===== src/rtl/isp_frame_sequencer.sv =====
// Frame sequencer at the head of the ISP pipeline. It issues the SOF pulse, forwards rows with fixed
// blanking, then flushes zero rows until the pipeline drains. Optional flush timeout: ISP_SEQ_TIMEOUT_EN.
module isp_frame_sequencer #(
  parameter int WIDTH          = 320,
  parameter int HEIGHT         = 240,
  parameter int DW             = 8,
  parameter int HBLANK         = 16,
  parameter int SOF_CYCLES     = 32,
  parameter int MAX_FLUSH_ROWS = 16
) (
  input  logic                      clk,
  input  logic                      reset,
  input  logic                      iStart,
  input  logic                      iValid,
  input  logic [DW-1:0]             iData,
  output logic                      oReady,
  output logic                      newFrame,
  output logic                      oValid,
  output logic [DW-1:0]             oData,
  input  logic                      iPipeDone,
  output logic                      oBusy,
  output logic                      oFrameDone,
  output logic                      oError,
  output logic [$clog2(HEIGHT)-1:0] oRow,
  output logic [$clog2(WIDTH)-1:0]  oCol,
  output logic [2:0]                dbg_state
);
  localparam int CW      = $clog2(WIDTH);
  localparam int RW      = $clog2(HEIGHT);
  localparam int CNT_A   = (SOF_CYCLES > HBLANK) ? SOF_CYCLES : HBLANK;
  localparam int CNT_MAX = (CNT_A > MAX_FLUSH_ROWS) ? CNT_A : MAX_FLUSH_ROWS;
  localparam int CNTW    = $clog2(CNT_MAX + 1);

  typedef enum logic [2:0] {
    S_IDLE   = 3'd0,
    S_SOF    = 3'd1,
    S_ACTIVE = 3'd2,
    S_HBLANK = 3'd3,
    S_FLUSH  = 3'd4,
    S_FBLANK = 3'd5,
    S_DONE   = 3'd6
  } state_t;

  state_t          state, state_n;
  logic [CNTW-1:0] cnt;
  logic [CW-1:0]   col;
  logic [RW-1:0]   row;
  logic            done_seen;
  logic            accept, done_eff, last_col, last_row;
  logic            sof_end, blank_end, timeout;

  // Source handshake: a pixel moves only when iValid and oReady are both high in the same cycle.
  assign accept    = (state == S_ACTIVE) && iValid;
  assign done_eff  = done_seen || iPipeDone;
  assign last_col  = (col == CW'(WIDTH - 1));
  assign last_row  = (row == RW'(HEIGHT - 1));
  assign sof_end   = (cnt == CNTW'(SOF_CYCLES - 1));
  assign blank_end = (cnt == CNTW'(HBLANK - 1));

  assign oReady     = (state == S_ACTIVE);
  assign newFrame   = (state == S_SOF) && (cnt == '0);
  assign oBusy      = (state != S_IDLE);
  assign oFrameDone = (state == S_DONE);
  assign oRow       = row;
  assign oCol       = col;
  assign dbg_state  = state;

  always_comb begin
    state_n = state;
    case (state)
      S_IDLE:   if (iStart) state_n = S_SOF;
      S_SOF:    if (sof_end) state_n = S_ACTIVE;
      S_ACTIVE: if (accept && last_col) state_n = last_row ? S_FLUSH : S_HBLANK;
      S_HBLANK: if (blank_end) state_n = S_ACTIVE;
      S_FLUSH: begin
        if (last_col) begin
          if (done_eff || timeout) state_n = S_DONE;
          else                     state_n = S_FBLANK;
        end
      end
      S_FBLANK: if (blank_end) state_n = done_eff ? S_DONE : S_FLUSH;
      S_DONE:   state_n = S_IDLE;
      default:  state_n = S_IDLE;
    endcase
  end

  always_ff @(posedge clk) begin
    if (reset) begin
      state     <= S_IDLE;
      cnt       <= '0;
      col       <= '0;
      row       <= '0;
      done_seen <= 1'b0;
      oValid    <= 1'b0;
      oData     <= '0;
    end else begin
      state  <= state_n;
      oValid <= accept || (state == S_FLUSH);
      oData  <= accept ? iData : '0;

      // One counter times SOF and both blank intervals; it restarts on every state change.
      if (state_n != state)
        cnt <= '0;
      else if (state == S_SOF || state == S_HBLANK || state == S_FBLANK)
        cnt <= cnt + 1'b1;

      if (state == S_IDLE && iStart) begin
        row <= '0;
        col <= '0;
      end else if (accept) begin
        col <= last_col ? '0 : col + 1'b1;
        if (last_col && !last_row) row <= row + 1'b1;
      end else if (state == S_FLUSH) begin
        col <= last_col ? '0 : col + 1'b1;
      end

      if (state == S_DONE)
        done_seen <= 1'b0;
      else if ((state == S_FLUSH || state == S_FBLANK) && iPipeDone)
        done_seen <= 1'b1;
    end
  end

`ifdef ISP_SEQ_TIMEOUT_EN
  logic [CNTW-1:0] flush_rows;
  logic            err_q;

  assign timeout = (flush_rows == CNTW'(MAX_FLUSH_ROWS - 1));
  assign oError  = err_q;

  always_ff @(posedge clk) begin
    if (reset) begin
      flush_rows <= '0;
      err_q      <= 1'b0;
    end else if (state == S_IDLE && iStart) begin
      flush_rows <= '0;
      err_q      <= 1'b0;
    end else if (state == S_FLUSH && last_col) begin
      flush_rows <= flush_rows + 1'b1;
      if (timeout && !done_eff) err_q <= 1'b1;
    end
  end
`else
  assign timeout = 1'b0;
  assign oError  = 1'b0;
`endif

endmodule


===== config.mk =====
export PLATFORM = sky130hd
export DESIGN_NAME = isp_frame_sequencer
export DESIGN_NICKNAME = d
export VERILOG_FILES = /design/src/rtl/isp_frame_sequencer.sv
export SDC_FILE = /design/constraint.sdc
export NUM_CORES = 1
export LEC_CHECK = 0
export CORE_ASPECT_RATIO = 0.6
export CORE_MARGIN = 2
export CORE_UTILIZATION = 30
export CTS_BUF_LIST = sky130_fd_sc_hd__clkbuf_4
export DETAILED_ROUTE_END_ITERATION = 16
export PLACE_DENSITY = 0.59
export SETUP_SLACK_MARGIN = 0.5
export SLEW_MARGIN = 0
export SYNTH_ARGS = -nofsm -noshare
export SYNTH_HDL_FRONTEND = slang
export SYNTH_SLANG_ARGS = --single-unit

===== constraint.sdc =====
create_clock -name clk -period 3.8 [get_ports clk]
set_input_delay 0.76 -clock clk [delete_from_list [all_inputs] [get_ports clk]]
set_output_delay 0.76 -clock clk [all_outputs]
set_load 0.01 [all_outputs]

==> metrics.txt <==
outcome finished clean; Rel. slew slack between 50 and 60%; crit-path cells nor4b_1 -> and4b_1 -> clkdlybuf4s50_1; CP top delay family flip-flops; RR Startpoint dbg_state[1]$_SDFF_PP0_; syn avg cell area between 8 and 9 um2; sequential area share after synthesis 40.1%; cts bufs inserted 5; Worst Path Arrival ~2100 ps; Core Footprint between 5000 and 6000 um2; FF+latch count, synth 36; Skew-Pair Late Insertion Delay between 300 and 400 ps; WP data required just over 3000 ps; Overall Power 697 uW; Worst Setup Start Kind flip-flop; Post-Synthesis Cells 201; Clock Skew roughly 9.6 ps; hpwl dp 3090 um; final setup violation count 0; Vias per Instance roughly 5.0; Synth Warn # 0; vias in the first global route between 1500 and 2000; most frequent cells in the layout clkdlybuf4s50_1 (45), dfxtp_1 (36), a21oi_1 (17); Initial Util 31.7%; peak supply drop around 120 uV; fraction of layout cells with a size suffix above 1 ~7%; RSZ-0062 raised after global routing no; Post-synth ARST share 0%; Slew Viols, Final 0; # nets final 260; clk sink count 36; Net Count, Synth approximately 220; reg2reg setup slack 1600 ps; worst hold path depth 2; Crit Path Max Fanout 19; diode count 0; # resized after CTS 0; Bufs on Longest Clock Path 2; H-tree depth 2; initial drt markers 68; # IOs 47; Period Utilization, post-route 76.3%; CTS tree done; Slew @ Worst Pin a little under 700 ps; global route overflow 0; most common cell after layout, fill and taps aside clkdlybuf4s50_1; Root Buffer clkbuf_4; Crit path buffers/inverters 1; Mapped Area 1800 um2; CP Class flip-flop to output port; die height 64.0 um; Netlist cell types 52; leakage approximately 0.8 nW; routed length per instance 13.3 um; DR DRC count 0; Total GRT Usage between 10% and 20%; placed inst area 2290 um2; post-route antenna net violation count 0; PwrDens around 290 nW/um2; setup TNS 0 ps; EDFF count, synth 0; post-route minimum period a little under 3000 ps; worst hold endpoint oRow[7]$_SDFFE_PP0P_; largest net degree at the start of global routing 20; slowest stage cell, crit path dfxtp_1; FF-to-FF End cnt[3]$_SDFFE_PP0P_; max frequency ~340 MHz; Crit path largest cell delay 750 ps; routed via count between 1500 and 2000; chip width 104 um; global placement routability congestion 0.783; initial antenna violation count 0; post-route cell area ~2400 um2; drt total wl between 4000 and 5000 um; Worst Setup End Kind output port; post-CTS setup buffer count 0; cell row count 21; First-pass DRT Iterations 4; dominant synthesized flop cell dfxtp_1; Worst-path clk slew about 110 ps; global-route wire length before repair between 7000 and 8000 um; area grow syn2layout 31.6%; hold path startpoint oRow[7]$_SDFFE_PP0P_; die area between 6000 and 7000 um2; Max Cap Viol 0; HP Class flip-flop to flip-flop; cts hold-fix bufs 0; Port Buf Inserts between 40 and 50; final hold vios 0; R2R cell count 4
-- cell families after synthesis --
kind of cell / share of synthesized area (%)
AO/OA/AOI/OAI: 15.4
XOR/XNOR: 4.38
adder cells (fa/ha/maj): 2.78
buffers and inverters: 4.45
flip-flops: 40.1
multiplexers: 1.11
other: 0.208
AND/OR/NAND/NOR: 31.6
-- final cells by class --
type                       instances  area (um2)
sequential                        36         721
tap                               80         100
inverter                           4        15.0
clock inverter                     3        37.5
clock buffer                       5        37.5
multi-input combinational        150         998
timing repair buffer              46         458
fill                             583        3310
-- worst reg2reg max path, delay by kind of cell, from the launching register on --
family        cells  cell delay, ps
simple gates      4            1410
flops             1             710
-- state kept, by name, indices dropped and copies added, names as in the netlist --
signal / cells
oValid: 1
oData: 8
oRow: 8
dbg_state: 3
cnt: 6
done_seen: 1
oCol: 9
-- worst max-delay path by stage --
stage | start | endpoint | depth (start not counted)
floorplan | reset | cnt[0]$_SDFFE_PP0P_ | 6
global placement | iValid | oRow[6]$_SDFFE_PP0P_ | 5
detailed placement | reset | cnt[3]$_SDFFE_PP0P_ | 5
CTS | dbg_state[0]$_SDFF_PP0_ | newFrame | 3
global route | dbg_state[0]$_SDFF_PP0_ | newFrame | 3
finish | dbg_state[0]$_SDFF_PP0_ | newFrame | 3
-- synthesized netlist by cell type (2+ instances only) --
library cell	n	area [um2]
or2_2	3	18.8
inv_1	4	15.0
mux2i_1	2	20.0
or4_1	6	45.0
a21oi_1	17	85.1
nor2b_1	2	12.5
nor3_1	6	30.0
nand4_1	5	31.3
buf_4	2	15.0
a31oi_1	2	12.5
ha_1	4	50.1
nand3b_1	2	15.0
or3_1	5	31.3
xnor2_1	5	43.8
dfxtp_1	36	721
xor2_1	4	35.0
clkbuf_1	6	22.5
nand2b_1	3	18.8
a211oi_1	3	22.5
o21ai_0	7	35.0
nor4_1	2	12.5
nand3_1	8	40.0
and4b_1	3	30.0
buf_6	2	22.5
nor4b_1	2	17.5
nand2_1	7	26.3
a21o_1	2	15.0
o31ai_1	4	30.0
and2_1	9	56.3
nor2_1	16	60.1
-- metrics by stage --
stage | hold WS (ps) | utilization (%) | setup slack, ps | cells
detailed placement | 492 | 40.4 | 1120 | 316
finish | 504 | 41.7 | 900 | 324
CTS | 509 | 41.7 | 877 | 324
floorplan | 478 | - | 1680 | 201
global placement | 493 | 40.4 | 1170 | 316
global route | 547 | 41.7 | 721 | 324
-- metal layers --
metal	wire (um)	track usage (%)
met5	0	0
met4	30	3.89
met3	191	4.08
met2	1670	19.2
met1	2400	19.6
-- where the power goes --
part / leakage (nW) / internal (mW) / switching, mW
Combinational: 0.449 / 0.0273 / 0.0218
Sequential: 0.290 / 0.380 / 0.00691
Clock: 0.0403 / 0.134 / 0.126
Total: 0.779 / 0.542 / 0.155
Note: power is estimated with default switching activity, not from simulation.
